--- src/rtl/count_sequencer_if.sv ---
// Command channel for count_sequencer: a valid/ready handshake carrying
// an opcode and an optional load value.
interface count_sequencer_if #(
  parameter int WIDTH = 8
);
  logic             cmd_valid;
  logic             cmd_ready;
  logic [1:0]       cmd_op;
  logic [WIDTH-1:0] cmd_data;

  // Command source side
  modport master (
    output cmd_valid,
    output cmd_op,
    output cmd_data,
    input  cmd_ready
  );

  // Command sink side (the sequencer)
  modport slave (
    input  cmd_valid,
    input  cmd_op,
    input  cmd_data,
    output cmd_ready
  );
endinterface

--- src/rtl/count_sequencer.sv ---
// count_sequencer: command-driven controller for an 8-bit counting resource.
// Commands are captured into a one-deep pending slot and executed on the
// following edge; a command edge always suppresses counting on that edge.
// Counting in RUN advances once every (cfg_prescale+1) clocks up to
// cfg_limit, where it wraps to zero and emits a one-cycle match pulse.
module count_sequencer #(
  parameter int WIDTH      = 8,
  parameter int PRESCALE_W = 4
) (
  input  logic                  clk,
  input  logic                  rst_n,
  count_sequencer_if.slave      cmd,
  input  logic [WIDTH-1:0]      cfg_limit,
  input  logic [PRESCALE_W-1:0] cfg_prescale,
  input  logic                  cfg_oneshot,
  output logic [WIDTH-1:0]      count,
  output logic                  running,
  output logic                  done,
  output logic                  match_pulse
);

  typedef enum logic [1:0] {
    ST_IDLE = 2'd0,
    ST_RUN  = 2'd1,
    ST_DONE = 2'd2
  } state_t;

  localparam logic [1:0] OP_START = 2'b00;
  localparam logic [1:0] OP_STOP  = 2'b01;
  localparam logic [1:0] OP_LOAD  = 2'b10;
  localparam logic [1:0] OP_CLEAR = 2'b11;

  state_t                state_r;
  logic                  pending_r;
  logic                  ready_r;
  logic [1:0]            pend_op_r;
  logic [WIDTH-1:0]      pend_data_r;
  logic [PRESCALE_W-1:0] presc_r;
  logic [WIDTH-1:0]      count_r;
  logic                  running_r;
  logic                  done_r;
  logic                  match_r;

  logic                  tick_s;
  logic                  at_limit_s;

  // A lowered cfg_prescale below the running prescaler still fires a tick.
  assign tick_s     = (presc_r >= cfg_prescale);
  assign at_limit_s = (count_r == cfg_limit);

  assign cmd.cmd_ready = ready_r;
  assign count         = count_r;
  assign running       = running_r;
  assign done          = done_r;
  assign match_pulse   = match_r;

  // Sequencer FSM: command capture/execution, prescaler and count update.
  always_ff @(posedge clk or negedge rst_n) begin
    if (!rst_n) begin
      state_r     <= ST_IDLE;
      pending_r   <= 1'b0;
      ready_r     <= 1'b1;
      pend_op_r   <= 2'b00;
      pend_data_r <= {WIDTH{1'b0}};
      presc_r     <= {PRESCALE_W{1'b0}};
      count_r     <= {WIDTH{1'b0}};
      running_r   <= 1'b0;
      done_r      <= 1'b0;
      match_r     <= 1'b0;
    end else begin
      match_r <= 1'b0;
      if (pending_r) begin
        // Execution edge: the command wins over any tick on this edge.
        pending_r <= 1'b0;
        ready_r   <= 1'b1;
        case (pend_op_r)
          OP_START: begin
            if (state_r != ST_RUN) begin
              state_r   <= ST_RUN;
              presc_r   <= {PRESCALE_W{1'b0}};
              running_r <= 1'b1;
              done_r    <= 1'b0;
            end else begin
              state_r <= state_r;
            end
          end
          OP_STOP: begin
            state_r   <= ST_IDLE;
            presc_r   <= {PRESCALE_W{1'b0}};
            running_r <= 1'b0;
            done_r    <= 1'b0;
          end
          OP_LOAD: begin
            count_r <= pend_data_r;
            presc_r <= {PRESCALE_W{1'b0}};
            if (state_r == ST_DONE) begin
              state_r <= ST_IDLE;
              done_r  <= 1'b0;
            end else begin
              state_r <= state_r;
            end
          end
          OP_CLEAR: begin
            count_r   <= {WIDTH{1'b0}};
            presc_r   <= {PRESCALE_W{1'b0}};
            state_r   <= ST_IDLE;
            running_r <= 1'b0;
            done_r    <= 1'b0;
          end
          default: begin
            state_r   <= ST_IDLE;
            presc_r   <= {PRESCALE_W{1'b0}};
            running_r <= 1'b0;
            done_r    <= 1'b0;
          end
        endcase
      end else begin
        // Capture slot is empty exactly when ready_r is high.
        if (cmd.cmd_valid && ready_r) begin
          pending_r   <= 1'b1;
          ready_r     <= 1'b0;
          pend_op_r   <= cmd.cmd_op;
          pend_data_r <= cmd.cmd_data;
        end else begin
          pending_r <= pending_r;
        end
        if (state_r == ST_RUN) begin
          if (tick_s) begin
            presc_r <= {PRESCALE_W{1'b0}};
            if (at_limit_s) begin
              count_r <= {WIDTH{1'b0}};
              match_r <= 1'b1;
              if (cfg_oneshot) begin
                state_r   <= ST_DONE;
                running_r <= 1'b0;
                done_r    <= 1'b1;
              end else begin
                state_r <= ST_RUN;
              end
            end else begin
              count_r <= count_r + {{(WIDTH-1){1'b0}}, 1'b1};
            end
          end else begin
            presc_r <= presc_r + {{(PRESCALE_W-1){1'b0}}, 1'b1};
          end
        end else begin
          presc_r <= {PRESCALE_W{1'b0}};
        end
      end
    end
  end

endmodule

--- src/flat_wrapper.sv ---
// flat-port wrapper written by rule: the top's interface ports become plain ports
module count_sequencer_flat 
#(
  parameter int WIDTH      = 8,
  parameter int PRESCALE_W = 4
)
  (clk, rst_n, cfg_limit, cfg_prescale, cfg_oneshot, count, running, done, match_pulse, cmd_cmd_valid, cmd_cmd_op, cmd_cmd_data, cmd_cmd_ready);
  count_sequencer_if #(.WIDTH(WIDTH)) cmd_i ();
  input  logic clk;
  input  logic rst_n;
  input  logic [WIDTH-1:0] cfg_limit;
  input  logic [PRESCALE_W-1:0] cfg_prescale;
  input  logic cfg_oneshot;
  output logic [WIDTH-1:0] count;
  output logic running;
  output logic done;
  output logic match_pulse;
  input wire logic [$bits(cmd_i.cmd_valid)-1:0] cmd_cmd_valid;
  input wire logic [$bits(cmd_i.cmd_op)-1:0] cmd_cmd_op;
  input wire logic [$bits(cmd_i.cmd_data)-1:0] cmd_cmd_data;
  output wire logic [$bits(cmd_i.cmd_ready)-1:0] cmd_cmd_ready;
  assign cmd_i.cmd_valid = cmd_cmd_valid;
  assign cmd_i.cmd_op = cmd_cmd_op;
  assign cmd_i.cmd_data = cmd_cmd_data;
  assign cmd_cmd_ready = cmd_i.cmd_ready;
  count_sequencer #(.WIDTH(WIDTH), .PRESCALE_W(PRESCALE_W)) u_core (.clk(clk), .rst_n(rst_n), .cmd(cmd_i), .cfg_limit(cfg_limit), .cfg_prescale(cfg_prescale), .cfg_oneshot(cfg_oneshot), .count(count), .running(running), .done(done), .match_pulse(match_pulse));
endmodule
--- config.mk ---
export PLATFORM = sky130hd
export DESIGN_NAME = count_sequencer_flat
export DESIGN_NICKNAME = d
export VERILOG_FILES = /design/src/rtl/count_sequencer_if.sv /design/src/rtl/count_sequencer.sv /design/src/flat_wrapper.sv
export SDC_FILE = /design/constraint.sdc
export NUM_CORES = 1
export LEC_CHECK = 0
export ABC_AREA = 1
export CAP_MARGIN = 20
export CORE_MARGIN = 3
export CORE_UTILIZATION = 40
export CTS_CLUSTER_SIZE = 24
export DETAILED_ROUTE_END_ITERATION = 8
export PLACE_DENSITY_LB_ADDON = 0.25
export SETUP_SLACK_MARGIN = 0.15
export SYNTH_ARGS = -nofsm -noshare
export SYNTH_HDL_FRONTEND = slang
export SYNTH_SLANG_ARGS = --single-unit
--- constraint.sdc ---
create_clock -name clk -period 1.5 [get_ports clk]
set_input_delay 0.225 -clock clk [delete_from_list [all_inputs] [get_ports clk]]
set_output_delay 0.225 -clock clk [all_outputs]
set_load 0.1 [all_outputs]
Word level (Yosys, flattened, before mapping) --
Cells that the tools add are included.
Operators by class: add/sub/neg operators 2, $lt $le $gt $ge 1, equality and inequality tests 11, multiplexer cells 41, bitwise logic cells 1, reductions and logical operators 14
Operators with widths (number):
- $mux 8 | 4
- $mux 1 | 21
- $mux 4 | 4
- $pmux 8 s2 | 1
- $mux 2 | 7
- $ne 3x3->1 const B | 4
- $reduce_and 6->1 | 2
- $reduce_bool 2->1 | 5
- $add 8x1->8 const B | 1
- $eq 8x8->1 | 1
- $pmux 4 s2 | 1
- $eq 2x2->1 const B | 3
- $pmux 2 s3 | 1
- $reduce_and 5->1 | 1
- $add 4x1->4 const B | 1
- $eq 2x1->1 const B | 2
- $ge 4x4->1 | 1
- $pmux 1 s3 | 1
- $reduce_and 3->1 | 1
- $reduce_or 3->1 | 1
- $logic_not 2->1 | 1
- $ne 2x1->1 const B | 1
- $pmux 1 s2 | 1
- $reduce_and 2->1 | 1
- 3 further kinds | 3
Word-level totals: register bits 29, output and inout port bits 12, logic and storage cells 80

Depth between registers and ports, before layout --
Gate-level depths: netlist of run 1.
depth in word-level cells 5, depth in mapped cells 11

Worst setup path after synthesis of run 1 --
No wires, ideal clock.
kind flip-flop to flip-flop, start point register u_core.count_r[1] (netlist: u_core.count[1]), end point register u_core.count_r[6] (netlist: u_core.count[6]), data arrival time 1.955 ns, data required time 1.422 ns, setup slack -0.533 ns, cell stages (with the launch flop) 7, period minus slack after synthesis 2.033 ns, cell sequence dfrtp_1 > ha_1 > nand3_1 > nand3b_1 > xor2_1 > nand3_1 > a21oi_1
On the way: cells in the longest elaborated chain, start to end 5, elaborated cells between the ends (all ways) 6, classes of those cells add/sub (1); eq/ne (1); mux (4)
RTL lines:
- from (decl) | line count_sequencer.sv:39 | logic [WIDTH-1:0] count_r;
- from (signal assigned) | line count_sequencer.sv:66 | count_r <= {WIDTH{1'b0}};
- from (signal assigned) | line count_sequencer.sv:94 | count_r <= pend_data_r;
- from (signal assigned) | line count_sequencer.sv:104 | count_r <= {WIDTH{1'b0}};
- $add 8x1->8 or $eq 8x8->1 (tied branches) | line count_sequencer.sv:141, count_sequencer.sv:49
- $mux 8 * | line count_sequencer.sv:130 | if (at_limit_s) begin
- $mux 8 * | line count_sequencer.sv:128 | if (tick_s) begin
- $mux 8 * | line count_sequencer.sv:127 | if (state_r == ST_RUN) begin
- $mux 8 * | line count_sequencer.sv:72 | if (pending_r) begin
Mark *: on every way between the ends. The rest lies on a longest branch, timed or not. The select of a mux whose other input is x is not followed. A chain may end at the register's enable or synchronous reset.

Worst setup path after layout of run 1 --
start point register u_core.presc_r[1], end point register u_core.state_r[1]
On the way: cells in the longest elaborated chain, start to end 3
RTL lines:
- from (decl) | line count_sequencer.sv:38 | logic [PRESCALE_W-1:0] presc_r;
- from (signal assigned) | line count_sequencer.sv:65 | presc_r <= {PRESCALE_W{1'b0}};
- from (signal assigned) | line count_sequencer.sv:80 | presc_r <= {PRESCALE_W{1'b0}};
- from (signal assigned) | line count_sequencer.sv:89 | presc_r <= {PRESCALE_W{1'b0}};
- $ge 4x4->1 | line count_sequencer.sv:48 | assign tick_s = (presc_r >= cfg_prescale);
- $reduce_bool 2->1 (no source line)
- $reduce_and 5->1 (no source line)
- to (signal assigned) | line count_sequencer.sv:84 | state_r <= state_r;
- to (signal assigned) | line count_sequencer.sv:100 | state_r <= state_r;
- to (decl) | line count_sequencer.sv:33 | state_t state_r;
No other way between the ends.

==> out/metrics.yaml, run 1 <==
grt-ovfl-total: 0
crit_path_top_delay_cell: "dfrtp_1"
yosysMostFrequentCell: "nand2_1"
syn_inst: 223
synth-seq-cells: 29
r2r_slack_ns: -0.1
firstDrtPassIters: 4
relSlewSlack_pct: 75.2
die_height_um: 72.1
worst_r2r_startpoint: "u_core.presc_r[1]"
hold_viol: 0
slew_viol_final: 0
wl_met3_um: 183
worstSetupPathType: "reg2reg"
clkSlewWorstSetupHoldPaths_ns: 0.06
drt_iter0_markers: 60
num_rows: 23
worst_slack_ns: -0.100
dp_slack_ns: -0.506
yosysWarnings: 0
violations: "setup timing"
n_fill_cell: 361
cts-buffers-inserted: 5
ant_nets: 0
swShare_pct: 46.6
status: "finished with violations"
crit_chain: "ha_4 -> inv_2 -> o21bai_1 -> nand2_1 -> nand2_1 -> nor2_2 -> buf_6 -> o21bai_4 -> nand4_2 -> nand2_1"
grt_pass1_vias: 1533
met2_length_mm: 1.71
placed_cell_area_mm2: 0.00243
p_seq_share_pct: 28.0
rsz0062_at_grt: "true"
ys_seq_area_share_pct: 41.6
power.density_cell_area_mw_per_mm2: 1950
drive_above_1_share_pct: 24.1
vias: 1554
max_stage_delay_ns: 0.42
synth_top_area_share_pct: 40.1
io_buffers: 37
fin_nets: 313
grt_pass1_wl_mm: 6.49
synth_commonest_cells: "nand2_1, dfrtp_1, inv_1"
fmax_ghz: 0.625
top_layer: "met4"
crit_family: "flip-flops"
r2r_cells: 10
finish.utilization_pct: 62.8
endpoint_kind: "flop"
setup_viol: 16
required_ns: 1.72
drc: 0
viasPerCell: 4.68
num_antenna_cells: 0
worst_ir_drop_vdd_uv: 925
p_int_mw: 2.69
holdBufCountCts: 0
finClkSkew_ns: 0.00491
finalInstanceArea_mm2: 0.00258
hpwl_mm: 2.81
pwr-share-comb_pct: 60.1
synth_area_leaders: "dfrtp_1, nand2_1, inv_1, ha_1, nor2_1"
period_minus_slack_ns: 1.60
tns_ns: -1.04
multi_input_area_um2: 926
h-tree-depth: 2
crit_fanout: 4
initial_utilization_pct: 42.4
clockRootBuffer: "clkbuf_8"
antenna_found_initial: 0
clock-sinks: 29
clockBufferDepth: 2
synth_edf_count: 0
worst_pin_slew_ns: 0.372
area_growth_pct: 47.9
tritoncts: "done"
clk_latency_ns: 0.28
synth_nets: 255
leakage_nw: 1.30
synth.distinct_cells: 28
boundaryPins: 38
yosysTopAreaCell: "dfrtp_1"
fin_crit_sh_pct: 107
wl_per_cell_um: 11.2
synthesis.area_mm2: 0.00175
crit_path_start: "u_core.presc_r[1]"
ys_async_sr_fraction_pct: 100
register_area_um2: 756
avgSynthCellArea_um2: 7.83
maxCapViolCount: 0
rr_endpoint: "u_core.state_r[1]"
finalPower_mw: 5.04
worstPathArrival_ns: 1.82
p_clk_share_pct: 12.0
p_switching_mw: 2.35
chipWidth_um: 72.1
synth_ff_type: "dfrtp_1"
grt_max_degree: 30
crit_path_start_kind: "flop"
gp_congestion: 0.851
cp_common_cell: "nand2_1"
wl_mm: 3.73
cp_num_buf_inv: 2
core_area_mm2: 0.00412
gr-usage-all-layers_pct: 15.7
die_area_mm2: 0.00520
wl_met1_mm: 1.81
hold_path_class: "in2async"
area by class of cell:
type                            instances  share of cell area, %
Sequential cell                        29                   29.2
Clock buffer                            6                   2.81
Inverter                               28                   4.26
Tap cell                               50                   2.42
Clock inverter                          2                  0.387
Timing Repair Buffer                   56                   25.0
Multi-Input combinational cell        161                   35.8
flip-flops by register name (all words and copies together) (netlist names):
signal and flops:
u_core.cmd.cmd_ready 1, u_core.count 8, u_core.done 1, u_core.match_pulse 1, u_core.pend_data_r 8, u_core.pend_op_r 2
u_core.pending_r 1, u_core.presc_r 4, u_core.running 1, u_core.state_r 2
cells by family (layout without fill, tap and decap cells):
logic type | count (synthesis) | after routing | synth area share, %
AOI/OAI and AO/OA | 23 | 23 | 8.81
and+or+nand+nor | 121 | 122 | 30.9
adders and majority gates | 6 | 6 | 4.30
buffers and inverters | 34 | 92 | 9.31
DFF | 29 | 29 | 41.6
xor gates and xnor gates | 10 | 10 | 5.01
through the flow:
step | hold WS (ns) | std cells
5_1_grt | 0.359 | 332
3_3_place_gp | 0.463 | 322
6_report | 0.323 | 332
4_1_cts | 0.339 | 332
2_1_floorplan | -0.0706 | 223
3_5_place_dp | 0.465 | 322
power by group through the flow:
stage / logic (mW) / clock network (mW) / registers (mW)
6_report: 3.03 / 0.603 / 1.41
4_1_cts: 3.02 / 0.623 / 1.41
5_1_grt: 3.26 / 0.656 / 1.46
3_3_place_gp: 2.94 / 0 / 1.40
3_5_place_dp: 2.96 / 0 / 1.41
2_1_floorplan: 1.03 / 0 / 2.28
what timing repair did:
| item | 4_1_cts | 5_1_grt |
|---|---|---|
| setup buffers | 1 | 0 |
| gates cloned | 1 | 0 |
| pin swaps | 13 | 6 |
| endpoints found under the setup margin | 19 | 29 |
| gates resized for setup | 12 | 6 |
layout by cell type (no fill, tap or decap), types with 2 or more instances in the layout:
cell type and n:
nand2_1 72, inv_1 24, clkdlybuf4s50_1 24, dfrtp_1 20
nor2_1 16, buf_4 15, buf_12 12, nand3_1 10
nand4_1 8, xor2_1 6, dfrtp_4 6, a21oi_1 5
o21ai_0 5, a31oi_1 5, ha_1 5, clkbuf_8 5
nand3b_1 4, buf_6 4, inv_2 3, nand2_2 3
nand2_4 3, xnor2_1 2, xnor2_2 2, nor2_4 2
a22oi_1 2, clkinv_2 2, dfrtp_2 2
worst max path at each step:
stage / end / slack, ns / depth (start not counted)
final: u_core.state_r[1] / -0.1 / 10
after global routing: u_core.running / -0.22 / 13
after CTS: u_core.state_r[0] / -0.11 / 11
after detailed placement: u_core.count[4] / -0.51 / 11
after global placement: u_core.state_r[0] / -0.44 / 13
after floorplan: u_core.done / -0.07 / 9
metal layers:
layer	vias up	track usage, %
met3	2	3.46
met1	684	21.0
met4	0	6.89
li1	835	-
met5	-	0
met2	33	24.3
Power figures use the tool's default switching activity.
==> run 2, diff against run 1 <==
--- a/config.mk
+++ b/config.mk
@@ -11,6 +11,7 @@
 export CORE_UTILIZATION = 40
 export CTS_CLUSTER_SIZE = 24
 export DETAILED_ROUTE_END_ITERATION = 8
+export GPL_TIMING_DRIVEN = 0
 export PLACE_DENSITY_LB_ADDON = 0.25
 export SETUP_SLACK_MARGIN = 0.15
 export SYNTH_ARGS = -nofsm -noshare
==> run 2 against run 1 <==
Compared with the run above: combinational power fell by 13%; global-route usage rose by 0.76 points; worst hold slack improved by 0.0095 ns; via count rose by 3.1%; critical path depth did not move; die area did not move; utilization fell by 1.1 points; final cell count rose by 0.90%; the run still ends with setup timing left; worst setup slack got worse by 0.040 ns.
==> out/metrics.yaml, run 2 (synthesis results as in run 1) <==
gr-usage-all-layers_pct: 16.4
io_buffers: 37
wl_mm: 3.89
relSlewSlack_pct: 58.7
violations: "setup timing"
clockBufferDepth: 2
cts-buffers-inserted: 5
firstDrtPassIters: 4
antenna_found_initial: 0
boundaryPins: 38
crit_path_top_delay_cell: "dfrtp_1"
clkSlewWorstSetupHoldPaths_ns: 0.06
status: "finished with violations"
fin_cells: 335
ant_nets: 0
clockRootBuffer: "clkbuf_8"
die_area_mm2: 0.00520
leakage_nw: 1.27
crit_chain: "ha_4 -> inv_2 -> o21bai_1 -> nand2_2 -> nand3_2 -> nand2_4 -> nand2_4 -> buf_6 -> nor2_1 -> a31oi_1"
fin_nets: 316
tns_ns: -1.08
crit_family: "flip-flops"
wl_per_cell_um: 11.6
layout.cells.most_common: "nand2_1"
initial_utilization_pct: 42.4
grt_pass1_vias: 1583
grt_max_degree: 20
vias: 1602
multi_input_area_um2: 978
drt_iter0_markers: 109
register_area_um2: 756
slew_viol_final: 0
finClkSkew_ns: 0.00561
crit_fanout: 5
tritoncts: "done"
cp_common_cell: "nand2_4"
worst_slack_ns: -0.140
worstSetupPathType: "reg2reg"
area_growth_pct: 45.3
grt_pass1_wl_mm: 6.84
rsz0062_at_grt: "true"
hpwl_mm: 2.83
crit_path_start_kind: "flop"
mostFrequentLayoutCells: "nand2_1, clkdlybuf4s50_1, inv_1, buf_4, dfrtp_1"
worst_ir_drop_vdd_uv: 667
drc: 0
num_antenna_cells: 0
grt-ovfl-total: 0
cp_num_buf_inv: 2
fmax_ghz: 0.610
chipWidth_um: 72.1
die_height_um: 72.1
period_minus_slack_ns: 1.64
clk_latency_ns: 0.28
setup_viol: 12
viasPerCell: 4.78
worst_pin_slew_ns: 0.618
num_rows: 23
hold_path_class: "in2async"
endpoint_kind: "flop"
worstPathArrival_ns: 1.84
h-tree-depth: 2
required_ns: 1.70
core_area_mm2: 0.00412
place_inst: 311
gp_congestion: 0.830
clock-sinks: 29
maxCapViolCount: 0
hold_viol: 0
n_fill_cell: 373
max_stage_delay_ns: 0.42
drive_above_1_share_pct: 29.8
fin_crit_sh_pct: 109
power.density_cell_area_mw_per_mm2: 1830
-- run 2: per-layer routing --
metal	GRT usage, %	wire length, um
met1	21.5	1820
met5	0	0
met2	26.8	1850
met3	4.02	179
met4	5.22	39
-- run 2: worst reg2reg max path, cell delays in order, from the launching register on --
cell and delay (ns):
dfrtp_1 0.42, ha_4 0.29, inv_2 0.03, o21bai_1 0.15, nand2_2 0.09, nand3_2 0.10
nand2_4 0.08, nand2_4 0.11, buf_6 0.13, nor2_1 0.04, a31oi_1 0.12
-- run 2: worst paths after layout --
path | startpoint | end | slack (ns) | cells after the start
max in group asynchronous | rst_n | u_core.count[0] | 0.65 | 2
worst min-delay path | rst_n | u_core.count[7] | 0.33 | 1
worst max register to register | u_core.presc_r[1] | u_core.count[1] | -0.14 | 10
worst max-delay path | u_core.presc_r[1] | u_core.count[1] | -0.14 | 10
min in group clk | u_core.done | u_core.done | 0.48 | 2
worst min register to register | u_core.done | u_core.done | 0.48 | 2
-- run 2: what timing repair did --
item | in CTS | in global routing
pin swaps | 17 | 6
gates cloned | 1 | 0
setup endpoints to repair | 28 | 25
hold buffers | 0 | 0
buffers inserted | 9 | 6
gates resized for setup | 85 | 20
-- run 2: area by class of cell --
cell class / instances / share of cell area (%)
clock buffer: 8 / 3.15
multi-input combinational: 160 / 38.5
timing repair buffer: 54 / 19.6
tap: 50 / 2.46
inverter: 28 / 4.14
buffer: 6 / 2.37
sequential: 29 / 29.8
-- run 2: per-stage QoR --
stage / hold WS (ns) / worst slack (ns) / total power [mW] / util [%] / area (um2)
after floorplan: -0.0706 / -0.0720 / 3.32 / - / 1800
after global placement: 0.464 / -0.541 / 3.85 / 54.3 / 2230
after detailed placement: 0.466 / -0.596 / 3.90 / 54.9 / 2260
after CTS: 0.338 / -0.122 / 4.56 / 59.2 / 2430
after global routing: 0.362 / -0.230 / 5.00 / 61.7 / 2540
final: 0.333 / -0.140 / 4.65 / 61.7 / 2540
-- run 2: power by group --
part | leakage (nW) | switching (mW) | total (mW) | internal (mW)
clock network | 0.0395 | 0.270 | 0.598 | 0.328
logic | 0.884 | 1.74 | 2.63 | 0.886
registers | 0.349 | 0.288 | 1.42 | 1.14
total | 1.27 | 2.30 | 4.65 | 2.35
